--- src/rtl/imem_loader.sv ---
// imem_loader: byte-stream to instruction-memory loader.
// Packs little-endian words and holds the CPU while loading.
module imem_loader #(
  parameter int DEPTH  = 64,
  parameter int ADDR_W = 6
) (
  input  logic              clk,
  input  logic              rst_n,
  input  logic              start,
  input  logic [ADDR_W:0]   word_count,
  input  logic [7:0]        byte_in,
  input  logic              byte_valid,
  output logic              byte_ready,
  output logic              mem_we,
  output logic [ADDR_W-1:0] mem_addr,
  output logic [31:0]       mem_wdata,
  output logic              cpu_hold,
  output logic              busy,
  output logic              done
);

  typedef enum logic [1:0] {
    IDLE,
    RECV,
    WRITE,
    DONE
  } state_t;

  localparam logic [ADDR_W:0]   DEPTH_W  = (ADDR_W+1)'(DEPTH);
  localparam logic [ADDR_W:0]   CNT_ONE  = (ADDR_W+1)'(1);
  localparam logic [ADDR_W-1:0] ADDR_ONE = ADDR_W'(1);

  state_t          state;
  logic [1:0]      idx;
  logic [ADDR_W:0] cnt;
  logic [ADDR_W:0] target;
  logic [ADDR_W:0] cnt_nxt;

  assign cnt_nxt    = cnt + CNT_ONE;
  assign byte_ready = (state == RECV);

  // Load sequencer: collect four bytes, write one word, repeat.
  always_ff @(posedge clk or negedge rst_n) begin
    if (!rst_n) begin
      state     <= IDLE;
      idx       <= 2'd0;
      cnt       <= '0;
      target    <= '0;
      mem_we    <= 1'b0;
      mem_addr  <= '0;
      mem_wdata <= 32'd0;
      cpu_hold  <= 1'b0;
      busy      <= 1'b0;
      done      <= 1'b0;
    end else begin
      unique case (state)
        IDLE: begin
          done <= 1'b0;
          if (start) begin
            target   <= (word_count == '0) ? DEPTH_W
                                           : word_count;
            mem_addr <= '0;
            idx      <= 2'd0;
            cnt      <= '0;
            cpu_hold <= 1'b1;
            busy     <= 1'b1;
            state    <= RECV;
          end
        end
        RECV: begin
          if (byte_valid) begin
            mem_wdata[{idx, 3'b000} +: 8] <= byte_in;
            idx <= idx + 2'd1;
            if (idx == 2'd3) begin
              mem_we <= 1'b1;
              state  <= WRITE;
            end
          end
        end
        WRITE: begin
          mem_we <= 1'b0;
          cnt    <= cnt_nxt;
          if (cnt_nxt == target) begin
            done  <= 1'b1;
            state <= DONE;
          end else begin
            mem_addr <= mem_addr + ADDR_ONE;
            idx      <= 2'd0;
            state    <= RECV;
          end
        end
        DONE: begin
          done     <= 1'b0;
          cpu_hold <= 1'b0;
          busy     <= 1'b0;
          state    <= IDLE;
        end
        default: state <= IDLE;
      endcase
    end
  end

endmodule

--- config.mk ---
export PLATFORM = sky130hd
export DESIGN_NAME = imem_loader
export DESIGN_NICKNAME = d
export VERILOG_FILES = /design/src/rtl/imem_loader.sv
export SDC_FILE = /design/constraint.sdc
export NUM_CORES = 1
export LEC_CHECK = 0
export ABC_AREA = 1
export ABC_CLOCK_PERIOD_IN_PS = 3000
export CAP_MARGIN = 20
export CELL_PAD_IN_SITES_DETAIL_PLACEMENT = 2
export CELL_PAD_IN_SITES_GLOBAL_PLACEMENT = 2
export CORE_ASPECT_RATIO = 2
export CORE_MARGIN = 8
export CORE_UTILIZATION = 30
export DETAILED_ROUTE_END_ITERATION = 10
export GPL_ROUTABILITY_DRIVEN = 0
export MAX_ROUTING_LAYER = met4
export PLACE_DENSITY = 0.84
export SETUP_SLACK_MARGIN = 0.05
export SYNTH_ARGS = -nofsm -noshare
export SYNTH_HDL_FRONTEND = slang
export SYNTH_SLANG_ARGS = --single-unit
--- constraint.sdc ---
create_clock -name clk -period 3 [get_ports clk]
set_clock_uncertainty 0.2 [all_clocks]
set_input_delay 0.3 -clock clk [delete_from_list [all_inputs] [get_ports clk]]
set_output_delay 0.3 -clock clk [all_outputs]
set_load 0.02 [all_outputs]
After elaboration in Yosys (flattened, before gate mapping)
Index checks and enable logic that the tools add are counted.

word-level totals
  register bits = 59
  output and inout bits = 43

cells by class
  add/subtract/negate cells = 4
  equal/unequal tests = 10
  shifts and indexed selects = 2
  muxes and demuxes = 23
  reductions and logical operators = 17

operator list
  cell                                                   count
  bitwise mux 32 bit                                     1
  variable shift 8 x 7 -> 32 bit (first input constant)  1
  variable part select 8 x 7 -> 32 bit                   1
  two-way mux 2 bit                                      7
  two-way mux 7 bit                                      2
  one-hot mux 7 bit (2 select lines)                     1
  two-way mux 6 bit                                      2
  one-hot mux 6 bit (2 select lines)                     1
  AND reduction 2 bit                                    5
  AND reduction 3 bit                                    3
  != test 2 bit (second input constant)                  4
  one-hot mux 2 bit (4 select lines)                     1
  nonzero test 2 bit                                     4
  adder 7 x 1 -> 7 bit (second input constant)           1
  equality test 7 bit                                    1
  zero test 7 bit                                        1
  negator 5 -> 7 bit                                     1
  adder 6 x 1 -> 6 bit (second input constant)           1
  equality test 2 bit (second input constant)            3
  one-hot mux 1 bit (2 select lines)                     3
  one-hot mux 2 bit (3 select lines)                     1
  two-way mux 1 bit                                      4
  AND reduction 4 bit                                    1
  nonzero test 3 bit                                     1
  other kinds (5)                                        5

Logic depth before layout (Yosys ltp)
Gate-level depths: netlist of run 1.

  word-level depth = 4
  gate-level depth with buffers = 13
  mapped depth without buffers = 13

Least setup slack after synthesis of run 1
No wires, ideal clock.

  kind = register -> register
  start = register idx[0]
  end = register mem_wdata[21]
  data arrival time = 1.977 ns
  setup slack = 0.757 ns
  cell stages (with the launch flop) = 9
  path buffers = 2
  period minus slack after synthesis = 2.243 ns
  cells stage by stage = dfrtp_1 clkinv_1 clkbuf_1 ha_1 inv_1 nor2_1 clkbuf_1 nand4_1 nand2_1

between the ends
  word-level cells in the longest chain between the ends = 3
  elaborated cells on any way between the ends = 4
  those cells by class = add/sub (1); shift (2); mux (1)

RTL lines
  item                                                                                           line  text
  from (decl)                                                                                    34    logic [1:0] idx;
  from (signal assigned)                                                                         73    idx <= idx + 2'd1;
  negator 5 -> 7 bit *                                                                           72    mem_wdata[{idx, 3'b000} +: 8] <= byte_in;
  variable part select 8 x 7 -> 32 bit / variable shift 8 x 7 -> 32 bit (equally long branches)  72
  bitwise mux 32 bit *                                                                           72
  to (signal, indexed assignment)                                                                72
  to (decl)                                                                                      16    output logic [31:0] mem_wdata,

Every way passes the cells marked *; elsewhere a longest branch is shown, timed or not.
A chain may end at the register's enable or synchronous reset.

Worst setup path in the final report of run 1
  start = register state[1]
  end = output port byte_ready

between the ends
  word-level cells in the longest chain between the ends = 1

RTL lines
  item                          line  text
  from (decl)                   33    state_t state;
  from (signal assigned)        45    state <= IDLE;
  from (signal assigned)        67    state <= RECV;
  from (signal assigned)        76    state <= WRITE;
  equality test 2 x 1 -> 1 bit  40    assign byte_ready = (state == RECV);
  to (decl)                     13    output logic byte_ready,

Every way passes these cells.

==> results.ini, run 1 <==
[synthesis]
yosys-top-cells-area=dfrtp_1 (49%), nand2_1 (14%), o21ai_0 (7.0%), ha_1 (5.4%), nand3_1 (5.1%)
synth_fp_nets=403
yosys_warnings=0
postSynth.asyncResetShare_pct=100
synth_edf_count=0
synth_compound_area_share_pct=8.88
ys_dominant_reg_cell=dfrtp_1
synthCells=371
synth-simple-area-share_pct=29.2
ys_ff_latch=59
synth_top_area_share_pct=48.9
synth_area_per_cell_um2=8.13
synth_fa_ha_area_share_pct=5.39
synthMuxAreaShare_pct=0
syn_area_mm2=0.00302
yosysTopAreaCell=dfrtp_1
synth_top_family_by_area=simple AND/OR/NAND/NOR gates
ys_types=30
ys_seq_area_share_pct=48.9
synth-xor-area-share_pct=1.16

[critical_path]
crit_chain=inv_1, ha_1, clkdlybuf4s50_1
r2r_slack_ns=0.80
end_kind=output port
crit_arrival_ns=1.76
rr_startpoint=state[1]$_DFFE_PN0P_
worstReg2RegEnd=mem_wdata[29]$_DFFE_PN0P_
endpoint=byte_ready
required_ns=2.50
cp_slowest_cell=clkdlybuf4s50_1
crit_cells=3
crit_path_start=state[1]$_DFFE_PN0P_
crit_type=register to output port
cp_slowest_stage_delay_ns=0.65
crit_family=buffers and inverters
critPathBufInv=2
rr_worst_depth=6
path_max_fanout=5
critPathLaunchType=register

[clock_network]
clk_pin_slew_ns=0.05
cts_root_buf=clkbuf_16
cts.sink_count=59
tritoncts=done
post_cts_buffers=0
cts_resized=0
insertion_delay_ns=0.32
htree_num_levels=3
hold_buffers=1
numCtsBuffers=9
clockBufferDepth=2

[drt]
vias=2825
ant_nets=0
wirelength_mm=9.73
first_iter_violations=102
first_pass_iters=4
viasPerCell=4.85
avgRoutedWirePerCell_um=16.7
drc=0

[final_layout]
mostFrequentLayoutCells=nand2_1 (109), clkdlybuf4s50_1 (60), dfrtp_1 (59)
antennaDiodeCount=0
n_fill_cell=1123
drive_above_1_share_pct=6.94
final_common_cell=nand2_1
area_growth_pct=36.5
nets=475
stdcell_count=582

[timing]
relSlewSlack_pct=53.8
period_share_pct=75.5
setup_viol=0
tightest_slew_ns=0.694
maxSlewViolCount=0
post-route-min-period_ns=2.26
finalSetupTns_ns=0
finalHoldViolations=0
grt_setup_unrepaired=no
fmax_mhz=442

[hold_path]
min-delay-path-class=register to register

[place]
hpwl_mm=7.34
dp.cells=566
port_buffers=61

[floorplan]
io_pins=62
die_w_um=86.9
initial_utilization_pct=30.3
fp.coreArea_mm2=0.00995
num_rows=52
die_area_mm2=0.0137
dieHeight_um=158

[global_routing]
grt_max_degree=30
antenna_found_initial=0
grt-ovfl-total=0
grt_pass1_vias=3186
grt.total_usage_pct=15.5
grt_first_pass_wirelength_mm=16.0

[power_and_ir_drop]
p_leak_nw=2.06
vdd_drop_max_v=0.000421
power_mw=3.54
power_density_mw_per_mm2=861

[status]
status=finished, final reports clean

[run]
max_cap_violations=0

## synthesized netlist by cell type (2+ instances only)
master	number
dfrtp_1	59
xor2_1	2
o21ai_1	2
nor2_1	19
o21ai_0	42
ha_1	13
xnor2_1	2
nand3_1	31
inv_1	39
nor2_2	3
nand3b_1	4
o22ai_1	4
clkbuf_1	7
nor3b_1	2
nand4_1	19
nand2_1	109
## metal layers
metal | routed length [um] | global-route usage [%]
met5 | 0 | -
met1 | 4170 | 17.3
met2 | 5060 | 26.2
met4 | 170 | 6.04
met3 | 328 | 3.38
## power by group
| group | internal [mW] | switching (mW) |
|---|---|---|
| clock | 0.682 | 0.345 |
| sequential | 0.976 | 0.142 |
| combinational | 0.499 | 0.899 |
## metrics by stage
stage	util [%]	hold slack [ns]	area (um2)	worst slack, ns
CTS	41.4	0.308	4120	0.716
global placement	38.3	0.186	3810	0.867
floorplan	-	-0.196	3020	0.757
detailed placement	38.3	0.191	3810	0.780
finish	41.4	0.298	4120	0.735
global route	41.4	0.327	4120	0.581
## tightest hold or removal path: stages (launching register included)
cell and delay [ns]:
dfrtp_1 0.36, nand2_1 0.06, nand2_1 0.05
## sequential cells by signal (all words and copies together), names as in the netlist
signal	cells
done	1
cnt	7
idx	2
busy	1
mem_we	1
state	2
mem_addr	6
mem_wdata	32
target	7
## worst min path at each step
| stage | slack, ns | start | depth (start not counted) | endpoint |
|---|---|---|---|---|
| final | 0.30 | mem_addr[3]$_DFFE_PN0P_ | 2 | mem_addr[3]$_DFFE_PN0P_ |
| after global routing | 0.33 | target[0]$_DFFE_PN0P_ | 2 | target[0]$_DFFE_PN0P_ |
| after CTS | 0.31 | mem_addr[3]$_DFFE_PN0P_ | 2 | mem_addr[3]$_DFFE_PN0P_ |
| after detailed placement | 0.19 | rst_n | 1 | target[4]$_DFFE_PN0P_ |
| after global placement | 0.19 | rst_n | 1 | target[4]$_DFFE_PN0P_ |
| after floorplan | -0.20 | rst_n | 0 | busy$_DFFE_PN0P_ |
## kinds of logic (layout without fill, tap and decap cells)
| group | after synthesis | count (layout) |
|---|---|---|
| AOI/OAI and AO/OA | 51 | 51 |
| adders and majority gates | 13 | 13 |
| and+or+nand+nor | 194 | 194 |
| buffers and inverters | 50 | 126 |
| xor gates and xnor gates | 4 | 4 |
| DFF | 59 | 59 |
## layout make-up
| cell class | count | area, um2 | share of cell area, % |
|---|---|---|---|
| sequential | 59 | 1480 | 35.9 |
| multi-input combinational | 262 | 1350 | 32.7 |
| timing repair buffer | 70 | 676 | 16.4 |
| clock buffer | 13 | 260 | 6.32 |
| tap | 135 | 169 | 4.10 |
| inverter | 41 | 154 | 3.74 |
| clock inverter | 2 | 35.0 | 0.851 |
(Power assumes the default switching activity.)
==> run 2: changes to the inputs <==
--- a/config.mk
+++ b/config.mk
@@ -6,17 +6,17 @@
 export NUM_CORES = 1
 export LEC_CHECK = 0
 export ABC_AREA = 1
-export ABC_CLOCK_PERIOD_IN_PS = 3000
+export ABC_CLOCK_PERIOD_IN_PS = 2000
 export CAP_MARGIN = 20
 export CELL_PAD_IN_SITES_DETAIL_PLACEMENT = 2
 export CELL_PAD_IN_SITES_GLOBAL_PLACEMENT = 2
 export CORE_ASPECT_RATIO = 2
 export CORE_MARGIN = 8
-export CORE_UTILIZATION = 30
+export CORE_UTILIZATION = 27
 export DETAILED_ROUTE_END_ITERATION = 10
 export GPL_ROUTABILITY_DRIVEN = 0
 export MAX_ROUTING_LAYER = met4
-export PLACE_DENSITY = 0.84
+export PLACE_DENSITY = 0.8
 export SETUP_SLACK_MARGIN = 0.05
 export SYNTH_ARGS = -nofsm -noshare
 export SYNTH_HDL_FRONTEND = slang
==> constraint.sdc (replaced) <==
create_clock -name clk -period 2 [get_ports clk]
set_clock_uncertainty 0.2 [all_clocks]
set_input_delay 0.2 -clock clk [delete_from_list [all_inputs] [get_ports clk]]
set_output_delay 0.2 -clock clk [all_outputs]
set_load 0.02 [all_outputs]
==> results.ini, run 2 (synthesis gave the netlist of run 1 again) <==
[status]
status=finished, violations left
violations=setup timing

[drt]
wirelength_mm=11.5
viasPerCell=4.98
drc=0
first_iter_violations=54
first_pass_iters=4
ant_nets=0
vias=2988
avgRoutedWirePerCell_um=19.2

[timing]
period_share_pct=102
setup_viol=5
hold_ws_ns=0.207
tightest_slew_ns=0.360
finalHoldViolations=0
maxSlewViolCount=0
grt_setup_unrepaired=yes
relSlewSlack_pct=76.0
fmax_mhz=490
finalSetupTns_ns=-0.125
worst_slack_ns=-0.0421
post-route-min-period_ns=2.04

[final_layout]
stdcell_count=600
area_growth_pct=43.9
reg.largest.list=mem_wdata: 32 flops, cnt: 7 flops, target: 7 flops
largest_reg_flops=32
drive_above_1_share_pct=17.0
mostFrequentLayoutCells=nand2_1 (94), clkdlybuf4s50_1 (59), dfrtp_1 (57)
final_common_cell=nand2_1
antennaDiodeCount=0
regMostFlops=mem_wdata
nets=488

[global_routing]
grt_pass1_vias=3365
grt_first_pass_wirelength_mm=18.4
grt_max_degree=60
antenna_found_initial=0
grt.total_usage_pct=16.3
grt-ovfl-total=0

[clock_network]
clk_pin_slew_ns=0.05
cts_root_buf=clkbuf_16
clockBufferDepth=2
insertion_delay_ns=0.33
cts.sink_count=59
htree_num_levels=3
tritoncts=done
numCtsBuffers=9

[power_and_ir_drop]
p_seq_share_pct=29.9
power_density_mw_per_mm2=1310
power_mw=5.69
p_switching_mw=2.39
combPwrFrac_pct=45.3
p_leak_nw=2.14
vdd_drop_max_v=0.000579
switching_share_pct=42.0
p_int_mw=3.30
clockPowerShare_pct=24.7

[critical_path]
crit_chain=buf_4, inv_2, nor2_4, nand3_2, nand3b_1, nand2_2, nor2_4, buf_4, nand3_4, nand3_1, nand2_1
crit_path_start=cnt[0]$_DFFE_PN0P_
endpoint=idx[1]$_DFFE_PN0P_
crit_family=simple AND/OR/NAND/NOR gates
critPathLaunchType=register
cp_slowest_cell=dfrtp_1
rr_worst_depth=11
worstReg2RegEnd=idx[1]$_DFFE_PN0P_
crit_cells=11
rr_startpoint=cnt[0]$_DFFE_PN0P_
r2r_slack_ns=-0.04
critPathBufInv=3
end_kind=register
crit_arrival_ns=2.06
required_ns=2.02
cp_slowest_stage_delay_ns=0.40
path_max_fanout=5
crit_type=register to register

[floorplan]
fp.coreArea_mm2=0.0109
die_area_mm2=0.0150
io_pins=62
initial_utilization_pct=27.7
die_w_um=90.7
num_rows=54
dieHeight_um=165

[place]
place_ws_ns=-0.132
dp.cells=578
port_buffers=61
hpwl_mm=8.53

[hold_path]
min-delay-path-class=input pin to asynchronous set/reset pin

[run]
max_cap_violations=0

-- run 2: cell type report --
type	instances	area, um2
Multi-Input combinational cell	263	1480
Clock inverter	5	30.0
Fill cell	1222	6540
Inverter	41	155
Timing Repair Buffer	82	781
Clock buffer	10	239
Sequential cell	59	1480
Tap cell	140	175
-- run 2: repair_timing --
| action | CTS | global route |
|---|---|---|
| buffers inserted | 3 | 2 |
| endpoints found under the hold margin | 59 | 0 |
| cloned | 1 | 0 |
| pin swaps | 9 | 2 |
| endpoints found under the setup margin | 40 | 37 |
| hold buffers | 1 | 0 |
| resized for setup | 33 | 7 |
-- run 2: routing by layer --
metal,track usage [%],wire length (um)
met5,-,0
met4,5.87,289
met3,2.90,283
met2,33.7,7010
met1,13.9,3960
-- run 2: worst min path at each step --
stage | startpoint | to | slack, ns | depth (start not counted)
floorplan | rst_n | busy$_DFFE_PN0P_ | -0.30 | 0
finish | rst_n | mem_wdata[26]$_DFFE_PN0P_ | 0.21 | 3
CTS | rst_n | mem_wdata[31]$_DFFE_PN0P_ | 0.23 | 3
detailed placement | rst_n | mem_wdata[10]$_DFFE_PN0P_ | 0.04 | 2
global route | rst_n | mem_wdata[31]$_DFFE_PN0P_ | 0.24 | 3
global placement | rst_n | mem_wdata[31]$_DFFE_PN0P_ | 0.04 | 2
-- run 2: through the flow --
step / util [%] / cell area [um2]
final: 39.9 / 4340
after global routing: 39.9 / 4340
after CTS: 39.6 / 4310
after detailed placement: 35.7 / 3890
after global placement: 35.7 / 3890
after floorplan: - / 3030
-- run 2: worst reg2reg max path, delay by kind of cell, from the launching register on --
family | cells | cell delay [ns]
flip-flops | 1 | 0.40
buffers and inverters | 3 | 0.37
AND/OR/NAND/NOR | 8 | 0.96
-- run 2: power groups by stage --
stage	sequential, mW	clock, mW	combinational (mW)
after floorplan	1.79	0	1.19
after global placement	1.69	0	2.18
after detailed placement	1.71	0	2.30
after CTS	1.70	1.45	2.53
after global routing	1.74	1.50	2.81
final	1.70	1.41	2.58
